### config.mk
export PLATFORM = sky130hd
export DESIGN_NAME = axi_burst_bridge
export DESIGN_NICKNAME = d
export VERILOG_FILES = /design/src/rtl/axi_bridge_pkg.sv /design/src/rtl/axi_wdata_fifo.sv /design/src/rtl/axi_burst_bridge.sv
export SDC_FILE = /design/constraint.sdc
export NUM_CORES = 1
export LEC_CHECK = 0
export CAP_MARGIN = 10
export CORE_AREA = 2 2 151 153
export CTS_BUF_LIST = sky130_fd_sc_hd__clkbuf_8
export DETAILED_ROUTE_END_ITERATION = 6
export DIE_AREA = 0 0 153 155
export PLACE_DENSITY = 0.66
export SETUP_SLACK_MARGIN = 0.4
export SYNTH_ARGS = -nofsm -noshare
export SYNTH_HDL_FRONTEND = slang
export SYNTH_SLANG_ARGS = --single-unit
### constraint.sdc
create_clock -name clk -period 1.82 [get_ports clk]
set_input_delay 0.364 -clock clk [delete_from_list [all_inputs] [get_ports clk]]
set_output_delay 0.364 -clock clk [all_outputs]
set_load 0.02 [all_outputs]
### src/rtl/axi_bridge_pkg.sv
// Shared AXI encodings, bridge FSM state types and the burst-length clamp helper
// used by the cache-to-AXI burst bridge.
package axi_bridge_pkg;

  localparam logic [1:0] BURST_FIXED = 2'b00;
  localparam logic [1:0] BURST_INCR  = 2'b01;
  localparam logic [1:0] BURST_WRAP  = 2'b10;

  localparam logic [2:0] SIZE_1B = 3'b000;
  localparam logic [2:0] SIZE_2B = 3'b001;
  localparam logic [2:0] SIZE_4B = 3'b010;
  localparam logic [2:0] SIZE_8B = 3'b011;

  localparam logic [1:0] RESP_OKAY   = 2'b00;
  localparam logic [1:0] RESP_EXOKAY = 2'b01;
  localparam logic [1:0] RESP_SLVERR = 2'b10;
  localparam logic [1:0] RESP_DECERR = 2'b11;

  localparam logic [1:0] AX_LOCK  = 2'b00;
  localparam logic [2:0] AX_PROT  = 3'b000;
  localparam logic [3:0] AX_CACHE = 4'b0000;

  typedef enum logic [1:0] {R_IDLE, R_ADDR, R_DATA} rdState_t;
  typedef enum logic [1:0] {W_IDLE, W_ADDR, W_DATA, W_RESP} wrState_t;

  // Requests longer than the bridge can count are cut down to the longest legal burst.
  function automatic logic [7:0] clampLen(input logic [7:0] len, input int maxLen);
    if (int'({24'd0, len}) > maxLen - 1) return 8'(maxLen - 1);
    return len;
  endfunction

endpackage

### src/rtl/axi_wdata_fifo.sv
// Synchronous write-beat FIFO ({strb, data} per entry) that lets the cache run
// ahead of the W channel when the bridge is built with write buffering.
module axi_wdata_fifo #(
  parameter int WIDTH = 36,
  parameter int DEPTH = 16
) (
  input  logic             clk,
  input  logic             resetn,
  input  logic             i_push,
  input  logic [WIDTH-1:0] i_data,
  input  logic             i_pop,
  output logic [WIDTH-1:0] o_data,
  output logic             o_full,
  output logic             o_empty
);

  localparam int AW = $clog2(DEPTH);

  logic [WIDTH-1:0] r_mem [DEPTH];
  logic [AW:0]      r_wrPtr;
  logic [AW:0]      r_rdPtr;

  // Pointers carry one wrap bit so full and empty are distinguishable.
  always_ff @(posedge clk or negedge resetn) begin
    if (!resetn) begin
      r_wrPtr <= '0;
      r_rdPtr <= '0;
    end else begin
      if (i_push && !o_full)  r_wrPtr <= r_wrPtr + 1'b1;
      if (i_pop  && !o_empty) r_rdPtr <= r_rdPtr + 1'b1;
    end
  end

  always_ff @(posedge clk) begin
    if (i_push && !o_full) r_mem[r_wrPtr[AW-1:0]] <= i_data;
  end

  assign o_data  = r_mem[r_rdPtr[AW-1:0]];
  assign o_empty = (r_wrPtr == r_rdPtr);
  assign o_full  = (r_wrPtr[AW] != r_rdPtr[AW]) && (r_wrPtr[AW-1:0] == r_rdPtr[AW-1:0]);

endmodule

### src/rtl/axi_burst_bridge.sv
// Cache-to-AXI3 burst bridge with independent read and write engines.
// Define AXI_BRIDGE_WBUF_EN to buffer write beats in a MAX_LEN-deep FIFO.
module axi_burst_bridge
  import axi_bridge_pkg::*;
#(
  parameter int DATA_W  = 32,
  parameter int ADDR_W  = 32,
  parameter int ID_W    = 4,
  parameter int RD_ID   = 0,
  parameter int WR_ID   = 0,
  parameter int MAX_LEN = 16
) (
  input  logic                clk,
  input  logic                resetn,
  input  logic                flush,
  input  logic                rd_req_valid,
  output logic                rd_req_ready,
  input  logic [ADDR_W-1:0]   rd_req_addr,
  input  logic [7:0]          rd_req_len,
  input  logic [2:0]          rd_req_size,
  input  logic [1:0]          rd_req_burst,
  output logic [DATA_W-1:0]   rd_data,
  output logic                rd_data_valid,
  output logic                rd_data_last,
  output logic                rd_err,
  input  logic                wr_req_valid,
  output logic                wr_req_ready,
  input  logic [ADDR_W-1:0]   wr_req_addr,
  input  logic [7:0]          wr_req_len,
  input  logic [2:0]          wr_req_size,
  input  logic [1:0]          wr_req_burst,
  input  logic [DATA_W-1:0]   wr_data,
  input  logic [DATA_W/8-1:0] wr_strb,
  input  logic                wr_data_valid,
  output logic                wr_data_ready,
  output logic                wr_done,
  output logic                wr_err,
  output logic                busy,
  output logic [ID_W-1:0]     arid,
  output logic [ADDR_W-1:0]   araddr,
  output logic [7:0]          arlen,
  output logic [2:0]          arsize,
  output logic [1:0]          arburst,
  output logic [1:0]          arlock,
  output logic [3:0]          arcache,
  output logic [2:0]          arprot,
  output logic                arvalid,
  input  logic                arready,
  input  logic [ID_W-1:0]     rid,
  input  logic [DATA_W-1:0]   rdata,
  input  logic [1:0]          rresp,
  input  logic                rlast,
  input  logic                rvalid,
  output logic                rready,
  output logic [ID_W-1:0]     awid,
  output logic [ADDR_W-1:0]   awaddr,
  output logic [7:0]          awlen,
  output logic [2:0]          awsize,
  output logic [1:0]          awburst,
  output logic [1:0]          awlock,
  output logic [3:0]          awcache,
  output logic [2:0]          awprot,
  output logic                awvalid,
  input  logic                awready,
  output logic [ID_W-1:0]     wid,
  output logic [DATA_W-1:0]   wdata,
  output logic [DATA_W/8-1:0] wstrb,
  output logic                wlast,
  output logic                wvalid,
  input  logic                wready,
  input  logic [ID_W-1:0]     bid,
  input  logic [1:0]          bresp,
  input  logic                bvalid,
  output logic                bready
);

  localparam int CNT_W = $clog2(MAX_LEN);

  rdState_t          r_rdState, w_rdNext;
  wrState_t          r_wrState, w_wrNext;
  logic              r_reqEn;
  logic [CNT_W-1:0]  r_rdCnt, r_wrCnt;
  logic              r_rdLate, r_rdFlushed;
  logic [DATA_W-1:0] r_rdData;
  logic              r_rdDataValid, r_rdDataLast, r_rdErr;
  logic [ADDR_W-1:0] r_araddr, r_awaddr;
  logic [7:0]        r_arlen, r_awlen;
  logic [2:0]        r_arsize, r_awsize;
  logic [1:0]        r_arburst, r_awburst;
  logic              r_wrDone, r_wrErr;
  logic              w_rdAccept, w_rdBeat, w_rdSuppress, w_rdCntHit;
  logic              w_wrAccept, w_wrBeat, w_wrCntHit;
  logic              w_unused;

  // Request ready is held low while reset is applied and for the first cycle after it.
  always_ff @(posedge clk or negedge resetn) begin
    if (!resetn) r_reqEn <= 1'b0;
    else         r_reqEn <= 1'b1;
  end

  always_ff @(posedge clk or negedge resetn) begin
    if (!resetn) begin
      r_rdState <= R_IDLE;
      r_wrState <= W_IDLE;
    end else begin
      r_rdState <= w_rdNext;
      r_wrState <= w_wrNext;
    end
  end

  always_comb begin
    w_rdNext = r_rdState;
    case (r_rdState)
      R_IDLE:  if (w_rdAccept) w_rdNext = R_ADDR;
      R_ADDR:  if (arready) w_rdNext = R_DATA;
      R_DATA:  if (rvalid && rlast) w_rdNext = R_IDLE;
      default: w_rdNext = R_IDLE;
    endcase
  end

  always_comb begin
    rd_req_ready = (r_rdState == R_IDLE) && !flush && r_reqEn;
    arvalid      = (r_rdState == R_ADDR);
    rready       = (r_rdState == R_DATA);
  end

  assign w_rdAccept   = rd_req_valid && rd_req_ready;
  assign w_rdBeat     = (r_rdState == R_DATA) && rvalid;
  assign w_rdSuppress = r_rdFlushed || flush;
  assign w_rdCntHit   = (r_rdCnt == r_arlen[CNT_W-1:0]);

  // A beat count that disagrees with rlast is reported on the rlast beat.
  always_ff @(posedge clk or negedge resetn) begin
    if (!resetn) begin
      r_araddr      <= '0;
      r_arlen       <= '0;
      r_arsize      <= '0;
      r_arburst     <= '0;
      r_rdCnt       <= '0;
      r_rdLate      <= 1'b0;
      r_rdFlushed   <= 1'b0;
      r_rdData      <= '0;
      r_rdDataValid <= 1'b0;
      r_rdDataLast  <= 1'b0;
      r_rdErr       <= 1'b0;
    end else begin
      r_rdDataValid <= 1'b0;
      r_rdDataLast  <= 1'b0;
      r_rdErr       <= 1'b0;
      if (w_rdAccept) begin
        r_araddr    <= rd_req_addr;
        r_arlen     <= clampLen(rd_req_len, MAX_LEN);
        r_arsize    <= rd_req_size;
        r_arburst   <= rd_req_burst;
        r_rdCnt     <= '0;
        r_rdLate    <= 1'b0;
        r_rdFlushed <= 1'b0;
      end
      if (flush && r_rdState != R_IDLE) r_rdFlushed <= 1'b1;
      if (w_rdBeat) begin
        r_rdCnt       <= r_rdCnt + CNT_W'(1);
        if (w_rdCntHit && !rlast) r_rdLate <= 1'b1;
        r_rdData      <= rdata;
        r_rdDataValid <= !w_rdSuppress;
        r_rdDataLast  <= rlast && !w_rdSuppress;
        r_rdErr       <= !w_rdSuppress && (rresp[1] || (rlast && (r_rdLate || !w_rdCntHit)));
      end
    end
  end

  always_comb begin
    w_wrNext = r_wrState;
    case (r_wrState)
      W_IDLE:  if (w_wrAccept) w_wrNext = W_ADDR;
      W_ADDR:  if (awready) w_wrNext = W_DATA;
      W_DATA:  if (w_wrBeat && wlast) w_wrNext = W_RESP;
      W_RESP:  if (bvalid) w_wrNext = W_IDLE;
      default: w_wrNext = W_IDLE;
    endcase
  end

  always_comb begin
    wr_req_ready = (r_wrState == W_IDLE) && !flush && r_reqEn;
    awvalid      = (r_wrState == W_ADDR);
  end

  assign w_wrAccept = wr_req_valid && wr_req_ready;
  assign w_wrBeat   = wvalid && wready;
  assign w_wrCntHit = (r_wrCnt == r_awlen[CNT_W-1:0]);
  assign wlast      = (r_wrState == W_DATA) && w_wrCntHit;

  always_ff @(posedge clk or negedge resetn) begin
    if (!resetn) begin
      r_awaddr  <= '0;
      r_awlen   <= '0;
      r_awsize  <= '0;
      r_awburst <= '0;
      r_wrCnt   <= '0;
      r_wrDone  <= 1'b0;
      r_wrErr   <= 1'b0;
    end else begin
      r_wrDone <= 1'b0;
      r_wrErr  <= 1'b0;
      if (w_wrAccept) begin
        r_awaddr  <= wr_req_addr;
        r_awlen   <= clampLen(wr_req_len, MAX_LEN);
        r_awsize  <= wr_req_size;
        r_awburst <= wr_req_burst;
        r_wrCnt   <= '0;
      end
      if (w_wrBeat) r_wrCnt <= r_wrCnt + CNT_W'(1);
      if (r_wrState == W_RESP && bvalid) begin
        r_wrDone <= 1'b1;
        r_wrErr  <= bresp[1];
      end
    end
  end

`ifdef AXI_BRIDGE_WBUF_EN
  logic [DATA_W+DATA_W/8-1:0] w_fifoData;
  logic                       w_fifoFull, w_fifoEmpty, w_push;
  logic [CNT_W-1:0]           r_pushCnt;
  logic                       r_pushDone;

  // Pushes stop once the burst's beats are all buffered, so the FIFO drains empty on wlast.
  assign wr_data_ready = !w_fifoFull && !r_pushDone &&
                         (r_wrState == W_ADDR || r_wrState == W_DATA);
  assign w_push        = wr_data_valid && wr_data_ready;
  assign wvalid        = (r_wrState == W_DATA) && !w_fifoEmpty;
  assign {wstrb, wdata} = w_fifoData;

  always_ff @(posedge clk or negedge resetn) begin
    if (!resetn) begin
      r_pushCnt  <= '0;
      r_pushDone <= 1'b0;
    end else if (w_wrAccept) begin
      r_pushCnt  <= '0;
      r_pushDone <= 1'b0;
    end else if (w_push) begin
      r_pushCnt <= r_pushCnt + CNT_W'(1);
      if (r_pushCnt == r_awlen[CNT_W-1:0]) r_pushDone <= 1'b1;
    end
  end

  axi_wdata_fifo #(
    .WIDTH (DATA_W + DATA_W/8),
    .DEPTH (MAX_LEN)
  ) u_wdataFifo (
    .clk     (clk),
    .resetn  (resetn),
    .i_push  (w_push),
    .i_data  ({wr_strb, wr_data}),
    .i_pop   (w_wrBeat),
    .o_data  (w_fifoData),
    .o_full  (w_fifoFull),
    .o_empty (w_fifoEmpty)
  );
`else
  assign wvalid        = (r_wrState == W_DATA) && wr_data_valid;
  assign wdata         = wr_data;
  assign wstrb         = wr_strb;
  assign wr_data_ready = (r_wrState == W_DATA) && wready;
`endif

  assign rd_data       = r_rdData;
  assign rd_data_valid = r_rdDataValid;
  assign rd_data_last  = r_rdDataLast;
  assign rd_err        = r_rdErr;
  assign wr_done       = r_wrDone;
  assign wr_err        = r_wrErr;
  assign busy          = (r_rdState != R_IDLE) || (r_wrState != W_IDLE);

  assign arid    = ID_W'(RD_ID);
  assign araddr  = r_araddr;
  assign arlen   = r_arlen;
  assign arsize  = r_arsize;
  assign arburst = r_arburst;
  assign arlock  = AX_LOCK;
  assign arcache = AX_CACHE;
  assign arprot  = AX_PROT;
  assign awid    = ID_W'(WR_ID);
  assign wid     = ID_W'(WR_ID);
  assign awaddr  = r_awaddr;
  assign awlen   = r_awlen;
  assign awsize  = r_awsize;
  assign awburst = r_awburst;
  assign awlock  = AX_LOCK;
  assign awcache = AX_CACHE;
  assign awprot  = AX_PROT;
  assign bready  = 1'b1;

  // Single outstanding ID per direction, so returned IDs and resp[0] carry no information.
  assign w_unused = ^{rid, bid, rresp[0], bresp[0]};

endmodule

# Word level (Yosys, flattened, before mapping)
# Cells that the tools add are included.
# op_classes
add_sub_neg	2
mul	0
n_div	0
n_lt_le_gt_ge	2
eq_ne	14
shift	0
muxes	31
bitwise	0
n_reduce_logical	36
# ops
operator	count
8-bit two-way mux	4
1-bit logical AND	19
8-bit by 4-bit > comparator with 1-bit output, second input constant	2
4-bit two-way mux	4
1-bit two-way mux	14
2-bit two-way mux	7
2-bit nonzero test	5
4-bit by 1-bit adder with 4-bit output, second input constant	2
4-bit equality test	2
2-bit != test, second input constant	4
2-bit one-hot mux with 4 select lines	1
2-bit equality test, second input constant	3
2-bit by 1-bit != test with 1-bit output, second input constant	3
2-bit one-hot mux with 3 select lines	1
2-bit by 1-bit equality test with 1-bit output, second input constant	2
1-bit logical NOT	4
2-bit logical NOT	2
1-bit logical OR	4
4-bit AND reduction	1
3-bit AND reduction	1
# totals
ff_bits	142
latch_bits	0
ramBits	0
mem_bits_ro	0
inputBits	182
out_inout_bits	203
word_cells	106
n_memories	0

# Depth between registers and ports, before layout
# logic_depth
depth_word	7
mapped_depth	7
depth_no_buf	6

# Worst setup path before layout
# Ideal clock, no wire load.
# synth_path
kind	flip-flop to flip-flop
start	register r_wrState[0]
end	register r_awaddr[0], in the netlist awaddr[0]
setup_time_ps	125
arrival_time_ps	1602
slack_ps	94
path_stages_with_launch	7
path_cell_list	dfrtp_1 inv_1 ha_1 and4b_1 buf_4 buf_2 mux2_2
# synth_via
elab_chain_cells	4
# synth_rtl
item	line_no	text
start: declaration	axi_burst_bridge.sv:80	wrState_t r_wrState, w_wrNext;
start signal: assignment	axi_burst_bridge.sv:107	r_wrState <= w_wrNext;
2-bit logical NOT	axi_burst_bridge.sv:183	wr_req_ready = (r_wrState == W_IDLE) && !flush && r_reqEn;
1-bit logical AND (2 in series)	axi_burst_bridge.sv:183	
1-bit logical AND	axi_burst_bridge.sv:187	assign w_wrAccept = wr_req_valid && wr_req_ready;
end signal: assignment	axi_burst_bridge.sv:205	r_awaddr <= wr_req_addr;
end: declaration	axi_burst_bridge.sv:86	logic [ADDR_W-1:0] r_araddr, r_awaddr;
# Every way passes these cells.
# A chain may end at the register's enable or synchronous reset.

# Worst setup path after layout
# layout_path
start	register r_awlen[0], in the netlist awlen[0]
end	output port wlast
# layout_via
elab_chain_cells	2
# layout_rtl
item	line_no	text
start: declaration	axi_burst_bridge.sv:87	logic [7:0] r_arlen, r_awlen;
start signal: assignment	axi_burst_bridge.sv:206	r_awlen <= clampLen(wr_req_len, MAX_LEN);
4-bit equality test	axi_burst_bridge.sv:189	assign w_wrCntHit = (r_wrCnt == r_awlen[CNT_W-1:0]);
1-bit logical AND	axi_burst_bridge.sv:190	assign wlast = (r_wrState == W_DATA) && w_wrCntHit;
end: declaration	axi_burst_bridge.sv:68	output logic wlast,
# Every way passes these cells.

==> impl_results.md <==
- Tmin final: 1.974 ns
- Slew Limit Fails: 0
- # setup viols final: 1
- Reg-to-reg endpoint: araddr[27]
- Placeable Area: 22,230 um^2
- TritonCTS clock tree: done
- Syn Inst Count: 442
- Placer Congestion: 0.7188
- Setup_tns: -0.1541 ns
- Critical path required time: 1.46 ns
- Power Total: 15.37 mW
- Crit path launch type: register
- Fmax achieved: 506.6 MHz
- Rows: 55
- Drt first pass iters: 4
- RSZ-0062 raised after global routing: yes
- Grt ovf: 0
- DR iter-0 viols: 107
- Static Leakage: 5.345 nW
- Clk root buf: clkbuf_8
- WS Path Type: reg2out
- Initial Util: 27.70%
- Global Route Usage Sum: 15.21%
- NumNets Final: 992
- Die Y: 155 um
- Peak supply drop: 0.6555 mV
- Distinct cells, synth: 37
- Core Util, Final: 48.45%
- Area after DPL: 9178 um^2
- Status: finished, violations left
- Setup Skew: 0.01910 ns
- Final hold vios: 0
- Commonest non-fill, non-tap cells in the layout: 137 x dfrtp_1, 133 x clkdlybuf4s50_1, 108 x mux2_4
- Cell Area, Synth: 6157 um^2
- Initial antenna violation count: 0
- Syn_area_per_cell: 13.93 um^2
- Max-cap violations: 0
- H-tree levels: 4
- Antenna Nets Post-Route: 0
- Crit-path max FO: 2
- Clock buffer count from CTS: 17
- WL/cell: 16.70 um
- Cells on worst reg2reg path: 6
- Crit share post-route: 108.5%
- Hold Crit Class: in2async
- Hpwl dp: 11.59 mm
- Power Density: 1427 nW/um^2
- IO Pins: 385
- Final Cell Area: 10,770 um^2
- Port bufs: 271
- WP data arrival: 1.61 ns
- Largest net degree at the start of global routing: 45
- DRC: 0
- R2r setup slk: 0.08 ns
- First-pass GRT wire length: 28.33 mm
- Fraction of layout cells with a size suffix above 1: 54.96%
- Syn-to-layout area delta: 74.90%
- CTS sink cnt: 142
- ANT cells: 0
- Die Wd: 153 um
- Crit path capture type: output port
- Worst r2r src: r_rdState[0]
- Commonest non-fill, non-tap cell in the layout: dfrtp_1
- Failing checks: setup timing
- Vias in the first global route: 5,021
- Crit path launch: awlen[0]
- Total wire length: 18.40 mm
- Synth Warn #: 0
- Final WS setup: -0.1541 ns
- Clk Latency, worst-skew pair: 0.44 ns
- Clock slew at reported path FFs: 0.09 ns
- Total die area: 23,720 um^2
- Vias/cell: 4.240
- Seq cells post-synth: 142
- Via Count: 4,673
- Clock Tree Buf Depth: 2
- Register area share after synthesis: 57.71%
[power breakdown]
| part | leakage (nW) | internal (mW) | switching (mW) |
|---|---|---|---|
| clock | 0.192 | 1.16 | 1.32 |
| combinational | 3.42 | 4.30 | 3.45 |
| sequential | 1.73 | 4.40 | 0.739 |
| total | 5.34 | 9.86 | 5.51 |
[stage by stage]
| step | cells | hold slack (ns) | setup slack, ns |
|---|---|---|---|
| final | 1102 | 0.3878 | -0.1541 |
| after global routing | 1102 | 0.3754 | -0.2597 |
| after CTS | 1066 | 0.3481 | -0.1777 |
| after detailed placement | 986 | 0.2802 | -0.3827 |
| after global placement | 986 | 0.2838 | -0.3898 |
| after floorplan | 472 | 0.06841 | 0.1700 |
[cell families after synthesis]
group / count (synthesis) / share of synthesized area, %
XOR/XNOR: 10 / 1.422
AO/OA/AOI/OAI: 26 / 2.804
multiplexers: 108 / 21.09
buffers and inverters: 89 / 10.28
flip-flops: 142 / 57.71
adder cells (fa/ha/maj): 6 / 1.219
AND/OR/NAND/NOR: 59 / 5.344
other: 2 / 0.1220
[flip-flops by register name, indices dropped and copies added (netlist names), 3 cells and up]
name and count:
awaddr 32, araddr 32, awlen 8, r_rdCnt 4, r_wrCnt 4, rd_data 32
arlen 8, arsize 3, awsize 3
[layout make-up]
| cell class | instances | area, um^2 |
|---|---|---|
| clock buffers | 19 | 261.5 |
| well taps | 285 | 356.6 |
| flip-flops and latches | 142 | 3560 |
| fillers | 2008 | 11460 |
| inverters | 7 | 26.28 |
| repair buffers | 394 | 3774 |
| clock inverters | 13 | 113.9 |
| multi-input cells | 242 | 2678 |
[worst max-delay path by stage]
stage / cells past startpoint / endpoint
after detailed placement: 4 / wr_req_ready
after global routing: 4 / wlast
after global placement: 4 / wr_req_ready
after floorplan: 5 / araddr[10]
final: 4 / wlast
after CTS: 4 / wlast
[worst max-delay path, stage by stage (launching register included)]
cell and delay, ns:
dfrtp_2 0.42, xor2_1 0.15, nor4_2 0.31, and2_4 0.19
buf_6 0.11
[synth_stat cells]
cell / n / area [um^2]
a22o_1: 2 / 17.52
nor2_1: 8 / 30.03
xor2_1: 5 / 43.79
and2b_2: 1 / 8.760
nand2_1: 15 / 56.30
ha_1: 6 / 75.07
nand2_2: 2 / 12.51
nand3_1: 7 / 35.03
nor4b_4: 1 / 23.77
mux2_2: 86 / 968.4
buf_6: 4 / 45.04
dfrtp_1: 142 / 3553
and2_1: 9 / 56.30
and4b_1: 1 / 10.01
clkbuf_1: 1 / 3.750
a21o_1: 1 / 7.510
and3_1: 2 / 12.51
o21ai_0: 12 / 60.06
o31ai_1: 1 / 7.510
nand2b_1: 1 / 6.260
nand3b_1: 1 / 7.510
or4_1: 1 / 7.510
xnor2_1: 5 / 43.79
nor3_1: 2 / 10.01
nor4_1: 2 / 12.51
inv_1: 7 / 26.28
conb_1: 2 / 7.510
a22oi_1: 3 / 22.52
o22a_1: 4 / 35.03
o21a_1: 2 / 15.01
nand4_1: 1 / 6.260
buf_2: 8 / 40.04
buf_4: 69 / 518.0
and3b_1: 1 / 8.760
nor2b_1: 4 / 25.02
o211ai_1: 1 / 7.510
mux2_4: 22 / 330.3
[metal layers]
metal / GRT usage (%) / vias up / part of all wire, %
li1: - / 2141 / -
met1: 19.22 / 2341 / 43
met2: 24.92 / 180 / 49
met3: 5.655 / 11 / 7.2
met4: 3.571 / 0 / 0.83
met5: 0 / - / 0
[repair_timing]
action	4_1_cts	5_1_grt
endpoints found under the hold margin	28	0
resized for setup	746	63
gates cloned	15	0
endpoints found under the setup margin	272	187
setup buffers	32	36
hold buffers	1	0
pin swaps	28	11
Power figures use the tool's default switching activity.
